**src/rtl/tenkey_scan.sv**
```systemverilog
// 4x3 matrix keypad scanner with full-scan debounce.
// Emits level outputs for the lock core plus a press strobe and key code.
module tenkey_scan #(
  parameter int SCAN_DIV = 4,
  parameter int DEBOUNCE = 3
) (
  input  logic       ck,
  input  logic       reset,
  input  logic [2:0] col,
  output logic [3:0] row,
  output logic [9:0] tenkey,
  output logic       close,
  output logic       cancel,
  output logic       key_valid,
  output logic [3:0] key_code
);

  localparam int DW = (SCAN_DIV > 2) ? $clog2(SCAN_DIV) : 1;
  localparam int CW = $clog2(DEBOUNCE + 1);
  localparam logic [DW-1:0] DIV_MAX = DW'(SCAN_DIV - 1);
  localparam logic [CW-1:0] DB_MAX  = CW'(DEBOUNCE);
  localparam logic [3:0]    NONE    = 4'hF;

  logic [DW-1:0] div_q, div_d;
  logic [1:0]    ridx_q, ridx_d;
  logic [3:0]    row_q, row_d;
  logic [3:0]    acc_q, acc_d;
  logic          multi_q, multi_d;
  logic [3:0]    prev_q, prev_d;
  logic [CW-1:0] cnt_q, cnt_d;
  logic [3:0]    code_q, code_d;
  logic [9:0]    tenkey_q, tenkey_d;
  logic          close_q, close_d;
  logic          cancel_q, cancel_d;
  logic          valid_q, valid_d;

  function automatic logic [3:0] key_at(
    input logic [1:0] r,
    input logic [1:0] c
  );
    logic [3:0] k;
    if (r != 2'd3) begin
      k = {2'b00, r} * 4'd3 + {2'b00, c} + 4'd1;
    end else begin
      unique case (c)
        2'd0:    k = 4'd10;
        2'd1:    k = 4'd0;
        default: k = 4'd11;
      endcase
    end
    return k;
  endfunction

  logic       sample;
  logic [1:0] ncol;
  logic [1:0] cidx;
  logic [3:0] code_n;
  logic       multi_n;
  logic [3:0] res;
  logic [CW-1:0] cnt_n;

  always_comb begin
    div_d    = div_q;
    ridx_d   = ridx_q;
    row_d    = row_q;
    acc_d    = acc_q;
    multi_d  = multi_q;
    prev_d   = prev_q;
    cnt_d    = cnt_q;
    code_d   = code_q;
    tenkey_d = tenkey_q;
    close_d  = close_q;
    cancel_d = cancel_q;
    valid_d  = 1'b0;
    res      = NONE;
    cnt_n    = cnt_q;

    sample = (div_q == DIV_MAX);
    ncol   = {1'b0, col[0]} + {1'b0, col[1]} + {1'b0, col[2]};
    if (col[0])      cidx = 2'd0;
    else if (col[1]) cidx = 2'd1;
    else             cidx = 2'd2;

    // Fold this row's hits into the running scan result.
    code_n  = acc_q;
    multi_n = multi_q;
    if (ncol > 2'd1) begin
      multi_n = 1'b1;
    end else if (ncol == 2'd1) begin
      if (acc_q != NONE) multi_n = 1'b1;
      else               code_n  = key_at(ridx_q, cidx);
    end

    if (sample) begin
      div_d  = '0;
      ridx_d = ridx_q + 2'd1;
      row_d  = 4'b0001 << ridx_d;
    end else begin
      div_d  = div_q + DW'(1);
    end

    if (sample && ridx_q != 2'd3) begin
      acc_d   = code_n;
      multi_d = multi_n;
    end

    if (sample && ridx_q == 2'd3) begin
      res     = multi_n ? NONE : code_n;
      acc_d   = NONE;
      multi_d = 1'b0;
      if (res == prev_q) begin
        cnt_n = (cnt_q == DB_MAX) ? cnt_q : cnt_q + CW'(1);
      end else begin
        cnt_n  = CW'(1);
        prev_d = res;
      end
      cnt_d = cnt_n;
      if (cnt_n == DB_MAX && res != code_q) begin
        code_d   = res;
        valid_d  = (res != NONE);
        tenkey_d = (res <= 4'd9) ? (10'd1 << res) : 10'd0;
        close_d  = (res == 4'd11);
        cancel_d = (res == 4'd10);
      end
    end
  end

  always_ff @(posedge ck or posedge reset) begin
    if (reset) begin
      div_q    <= '0;
      ridx_q   <= 2'd0;
      row_q    <= 4'b0001;
      acc_q    <= NONE;
      multi_q  <= 1'b0;
      prev_q   <= NONE;
      cnt_q    <= '0;
      code_q   <= NONE;
      tenkey_q <= '0;
      close_q  <= 1'b0;
      cancel_q <= 1'b0;
      valid_q  <= 1'b0;
    end else begin
      div_q    <= div_d;
      ridx_q   <= ridx_d;
      row_q    <= row_d;
      acc_q    <= acc_d;
      multi_q  <= multi_d;
      prev_q   <= prev_d;
      cnt_q    <= cnt_d;
      code_q   <= code_d;
      tenkey_q <= tenkey_d;
      close_q  <= close_d;
      cancel_q <= cancel_d;
      valid_q  <= valid_d;
    end
  end

  assign row       = row_q;
  assign tenkey    = tenkey_q;
  assign close     = close_q;
  assign cancel    = cancel_q;
  assign key_valid = valid_q;
  assign key_code  = code_q;

endmodule

```
**config.mk**
```make
export PLATFORM = sky130hd
export DESIGN_NAME = tenkey_scan
export DESIGN_NICKNAME = d
export VERILOG_FILES = /design/src/rtl/tenkey_scan.sv
export SDC_FILE = /design/constraint.sdc
export NUM_CORES = 1
export LEC_CHECK = 0
export ABC_AREA = 1
export ABC_CLOCK_PERIOD_IN_PS = 6200
export BUFFER_PORTS_ARGS = -buffer_cell sky130_fd_sc_hd__buf_4
export CAP_MARGIN = 20
export CORE_ASPECT_RATIO = 1.25
export CORE_MARGIN = 2
export CORE_UTILIZATION = 35
export DETAILED_ROUTE_END_ITERATION = 10
export HOLD_SLACK_MARGIN = 0.12
export SLEW_MARGIN = 20
export SYNTH_ARGS = -nofsm -noshare
export SYNTH_HDL_FRONTEND = slang
export SYNTH_SLANG_ARGS = --single-unit
export TNS_END_PERCENT = 1
```
**constraint.sdc**
```tcl
create_clock -name ck -period 6.2 [get_ports ck]
set_input_delay 0.31 -clock ck [delete_from_list [all_inputs] [get_ports ck]]
set_output_delay 0.31 -clock ck [all_outputs]
set_load 0.01 [all_outputs]
```
# Yosys cells after proc, flatten, opt, wreduce, memory -nomap -nowiden

Cells that the tools add are included.

Flip-flop bits (word level): 36
Latch bits: 0
Bits in writable memories: 0
Bits in read-only memories: 0
Logic and storage cells: 67
Memories: 0

Add/sub/neg operators: 7
Multiply operators: 1
Div/mod/pow operators: 0
$lt $le $gt $ge: 2
Equality and inequality tests: 13
Shift operators: 2
Multiplexer cells: 22
Bitwise operators: 1
Reductions and logical operators: 7

Operators by type and width:

| cell                   | count |
|---|---|
| $mux W4                | 7 |
| $mux W2                | 6 |
| $mux W10               | 1 |
| $shl A1 B4 Y10 const A | 1 |
| $eq A2 B2 Y1 const B   | 4 |
| $eq A4 B4 Y1 const B   | 2 |
| $ne A4 B4 Y1 const B   | 2 |
| $pmux W4 S2            | 1 |
| $mux W1                | 7 |
| $add A2 B1 Y2 const B  | 3 |
| $add A4 B1 Y4 const B  | 1 |
| $add A4 B2 Y4          | 1 |
| $eq A2 B1 Y1 const B   | 2 |
| $eq A4 B4 Y1           | 1 |
| $le A4 B4 Y1 const B   | 1 |
| $mul A2 B2 Y4 const B  | 1 |
| $ne A4 B4 Y1           | 1 |
| $reduce_and A2 Y1      | 2 |
| $shl A1 B2 Y4 const A  | 1 |
| $logic_and A1 B1 Y1    | 3 |
| $add A1 B1 Y2          | 1 |
| $add A2 B1 Y2          | 1 |
| $gt A2 B1 Y1 const B   | 1 |
| $logic_not A2 Y1       | 1 |
| other kinds (3)        | 3 |

# Logic depth before layout (Yosys ltp)

Word-level depth: 16
Depth in mapped cells: 20
Gate-level depth less buffers: 19

# Worst setup path after synthesis

Ideal clock, no wire load.

Kind: register -> register
From: register ridx_q[0]
To: register cancel_q (netlist: cancel)
Setup time: 0.117 ns
Arrival: 2.738 ns
Data required time: 6.083 ns
Setup slack: 3.345 ns
Stages on the path, launching flop included: 20
Clock period less this slack: 2.855 ns
Cells stage by stage: dfrtp_1 > inv_1 > fa_1 > inv_1 > fa_1 > inv_1 > nand2_1 > nand3_1 > nand3_1 > nand2_1 > nand2_2 > nand2_1 > nand2_1 > nor2_1 > nand2_2 > nor2_8 > nand2_4 > buf_6 > nand2_1 > nand2_1

Longest elaborated chain between the ends: 14
Elaborated cells between the ends (all ways): 19
Classes of those cells: add/sub: 2; mul: 1; eq/ne: 6; mux: 7; reduce/logical: 3

RTL lines:

| what                               | line | RTL |
|---|---|---|
| start: declaration                 | 25   | `logic [1:0] ridx_q, ridx_d;` |
| start signal: assignment           | 144  | `ridx_q <= ridx_d;` |
| $mul A2 B2 Y4                      | 43   | `k = {2'b00, r} * 4'd3 + {2'b00, c} + 4'd1;` |
| $add A4 B2 Y4                      | 43   |  |
| $add A4 B1 Y4                      | 43   |  |
| $mux W4                            | 42   | `if (r != 2'd3) begin` |
| $mux W4                            | 90   | `if (acc_q != NONE) multi_n = 1'b1;` |
| $mux W4                            | 89   | `end else if (ncol == 2'd1) begin` |
| $mux W4                            | 87   | `if (ncol > 2'd1) begin` |
| $mux W4                            | 108  | `res = multi_n ? NONE : code_n;` |
| $eq A4 B4 Y1                       | 111  | `if (res == prev_q) begin` |
| $mux W2                            | 111  |  |
| $mux W2                            | 107  | `if (sample && ridx_q == 2'd3) begin` |
| $eq A2 B2 Y1                       | 118  | `if (cnt_n == DB_MAX && res != code_q) begin` |
| $logic_and A1 B1 Y1                | 118  |  |
| $reduce_and A2 Y1 (no source line) | -    |  |
| end signal: assignment             | 153  | `cancel_q <= cancel_d;` |
| end: declaration                   | 34   | `logic cancel_q, cancel_d;` |

Several ways; a longest one is shown, not always the timed one. The select of a mux whose other input is x is not followed.
A chain may end at the register's enable or synchronous reset.

# Final worst setup path

From: register ridx_q[0]
To: register tenkey_q[1] (netlist: tenkey[1])

Longest elaborated chain between the ends: 14
Elaborated cells between the ends (all ways): 21
Classes of those cells: add/sub: 2; mul: 1; order compare: 1; eq/ne: 5; shift: 1; mux: 8; reduce/logical: 3

RTL lines:

| what                               | line | RTL |
|---|---|---|
| $mul A2 B2 Y4                      | 43   |  |
| $add A4 B2 Y4                      | 43   |  |
| $add A4 B1 Y4                      | 43   |  |
| $mux W4                            | 42   |  |
| $mux W4                            | 90   |  |
| $mux W4                            | 89   |  |
| $mux W4                            | 87   |  |
| $mux W4                            | 108  |  |
| $eq A4 B4 Y1                       | 111  |  |
| $mux W2                            | 111  |  |
| $mux W2                            | 107  |  |
| $eq A2 B2 Y1                       | 118  |  |
| $logic_and A1 B1 Y1                | 118  |  |
| $reduce_and A2 Y1 (no source line) | -    |  |
| end signal: assignment             | 151  | `tenkey_q <= tenkey_d;` |
| end: declaration                   | 32   | `logic [9:0] tenkey_q, tenkey_d;` |

Several ways; a longest one is shown, not always the timed one. The select of a mux whose other input is x is not followed.

==> reports/results.ini <==
[pwr]
p_leak_nw=1.362
swShare_pct=31.16
power.total_mw=0.5440
clkPwrFrac_pct=29.0
seq_power_share_pct=49.8
p_comb_share_pct=21.2
p_per_area_nw_per_um2=228.1
switchingPower_mw=0.1695
p_int_mw=0.3745
ir_drop_mv=0.09888

[cells_and_area]
finalNonFillerCells=356
diodes=0
fin_util_pct=41.54
design_area_um2=2385
drive_above_1_share_pct=20.69
area_delta_synth_final_pct=15.31
final_nets=306

[critical_path]
rrSetupSlack_ns=2.91
cp-start-kind=flip-flop
r2r_end=tenkey[1]
critPathKind=flip-flop to flip-flop
cp.required_ns=6.38
worstRegToRegCells=18
arrival_ns=3.47
endpoint_kind=flip-flop
r2r_start=ridx_q[0]
path_max_fanout=17

[synthesis]
ys_types=26
synth_area_leaders=dfrtp_1 (28%), nand2_1 (17%), dfstp_2 (17%)
synth_fp_nets=279
synth_area_leader_cell=dfrtp_1
synth-seq-area-share_pct=44.34
synth_edf_count=0
synthArstFlopShare_pct=100.0
ys_warn_count=0
yosys_register_bits=36
ys.flop_type=dfrtp_1
yosysTopAreaCellShare_pct=27.83
syn_avg_cell_area_um2=7.894
syn-instance-count=262
syn-cell-area_um2=2068
ys_top_cells_by_count=nand2_1 (93), inv_1 (31), nand3_1 (27)
yosysMostFrequentCell=nand2_1

[cts]
clk_path_buf_depth=2
post_cts_buffers=0
cts-root-buf=clkbuf_8
cts_resized=0
cts.sinks=36
cts.clk_slew.worst_paths_ns=0.07
cts_buffers=5
insertion_delay_ns=0.29
htree_levels=2
cts_tree=yes
cts_hold_buf=0

[sta]
hold_viol=0
period_share_pct=53.03
finClkSkew_ns=0.008458
slew_headroom_pct=58.06
drv_slew=0
tightest_slew_ns=0.6225
setup_violations=0
rsz0062_at_grt=no
fmax_mhz=304.1
tns_ns=0
finalCriticalPeriod_ns=3.288

[grt]
grt_pass1_vias=1582
globalRouteOverflowTotal=0
gr-usage-met1_pct=16.65
antenna_found_initial=0
gr-usage-met3_pct=3.363
grt_max_degree=37
grt_pass1_wl_um=7017
met2_usage_pct=22.35
top_usage_layer=met2
grtUsageTotal_pct=13.39

[die]
core-area_um2=5741
die-width_um=72.76
die_h_um=89.95
io_pins=26
num_rows=31
start_util_pct=36.03
dieArea_um2=6544

[routing]
routed_wl_um=3989
drc_errors=0
drtIter0Drc=105
vias_per_cell=4.702
dr.pass1.iters=4
wl_per_cell_um=11.21
ant_nets=0
vias=1674

[job]
cap_violations=0

[placed_design]
place.gp.congestion=0.8054
postPlaceCellArea_um2=2303
dp.cells=348
hpwlAfterDp_um=3016
port_buffers=25

[min_path]
hold_path.class=input pin to async pin

[status]
outcome=finished clean

kinds of logic after synthesis:
| family | after synthesis | synth area share, % |
|---|---|---|
| simple gates | 160 | 35.21 |
| fa+ha+maj | 12 | 8.349 |
| buf+inv | 38 | 7.864 |
| compound gates | 15 | 3.811 |
| flops | 36 | 44.34 |
| xor+xnor | 1 | 0.4235 |
metal layers:
metal	up-vias	share of wire, %	wire [um]
met3	8	3.7	147
met2	24	50	2006
li1	871	-	-
met4	0	2.2	86
met5	-	0	0
met1	771	44	1749
worst max-delay path, stage by stage, from the launching register on:
cell and delay, ns:
dfrtp_1 0.46, inv_1 0.13, fa_1 0.54, inv_1 0.06, fa_1 0.42, inv_1 0.07, nand2_1 0.04, nand3_1 0.06
nand3_1 0.08, nand2_1 0.19, nand2_2 0.16, nand2_1 0.09, nand2_1 0.05, nor2_1 0.14, nand2_2 0.13, nor2_8 0.23
nand2_4 0.18, nand2_1 0.10, nand2_1 0.05
per-stage QoR:
stage | hold WS [ns] | worst slack [ns]
5_1_grt | 0.1703 | 2.535
2_1_floorplan | 0.4031 | 3.345
3_5_place_dp | 0.4232 | 2.877
4_1_cts | 0.1427 | 2.867
6_report | 0.1151 | 2.912
3_3_place_gp | 0.4152 | 2.927
placed cells by master, fill, tap and decap left out, drive strengths merged:
cell type	n
dfstp	13
a211oi	1
dfrtp	23
clkbuf	7
ha	9
nor4	1
inv	31
xor2	1
nand2	102
nand3	27
o21ai	11
nor2	21
a21oi	2
fa	3
clkinv	2
nand3b	2
nor3	7
buf	26
o22ai	1
power groups by stage:
stage | clock network [mW] | registers (mW) | logic [mW]
detailed placement | 0 | 0.275 | 0.117
finish | 0.158 | 0.271 | 0.115
floorplan | 0 | 0.274 | 0.0915
global route | 0.176 | 0.273 | 0.131
global placement | 0 | 0.275 | 0.116
CTS | 0.164 | 0.271 | 0.117
worst max-delay path by stage:
stage / start / end
finish: ridx_q[0] / tenkey[1]
global route: ridx_q[0] / cancel
CTS: ridx_q[0] / tenkey[1]
detailed placement: ridx_q[0] / tenkey[1]
global placement: col[1] / tenkey[4]
floorplan: ridx_q[0] / cancel
flip-flops by register name, indices dropped and copies added, names as in the netlist:
signal and cells:
tenkey 10, ridx_q 2, key_valid 1, cancel 1, div_q 2, acc_q 4, cnt_q 2, key_code 4
multi_q 1, row 4, close 1, prev_q 4
cell type report:
| class | instances | area (um2) |
|---|---|---|
| clock buffer | 7 | 76.32 |
| tap | 66 | 82.58 |
| inverter | 32 | 120.1 |
| fill | 586 | 3356 |
| timing repair buffer | 26 | 195.2 |
| sequential | 36 | 917.1 |
| clock inverter | 1 | 5.005 |
| multi-input combinational | 188 | 988.4 |
(Power assumes the default switching activity.)
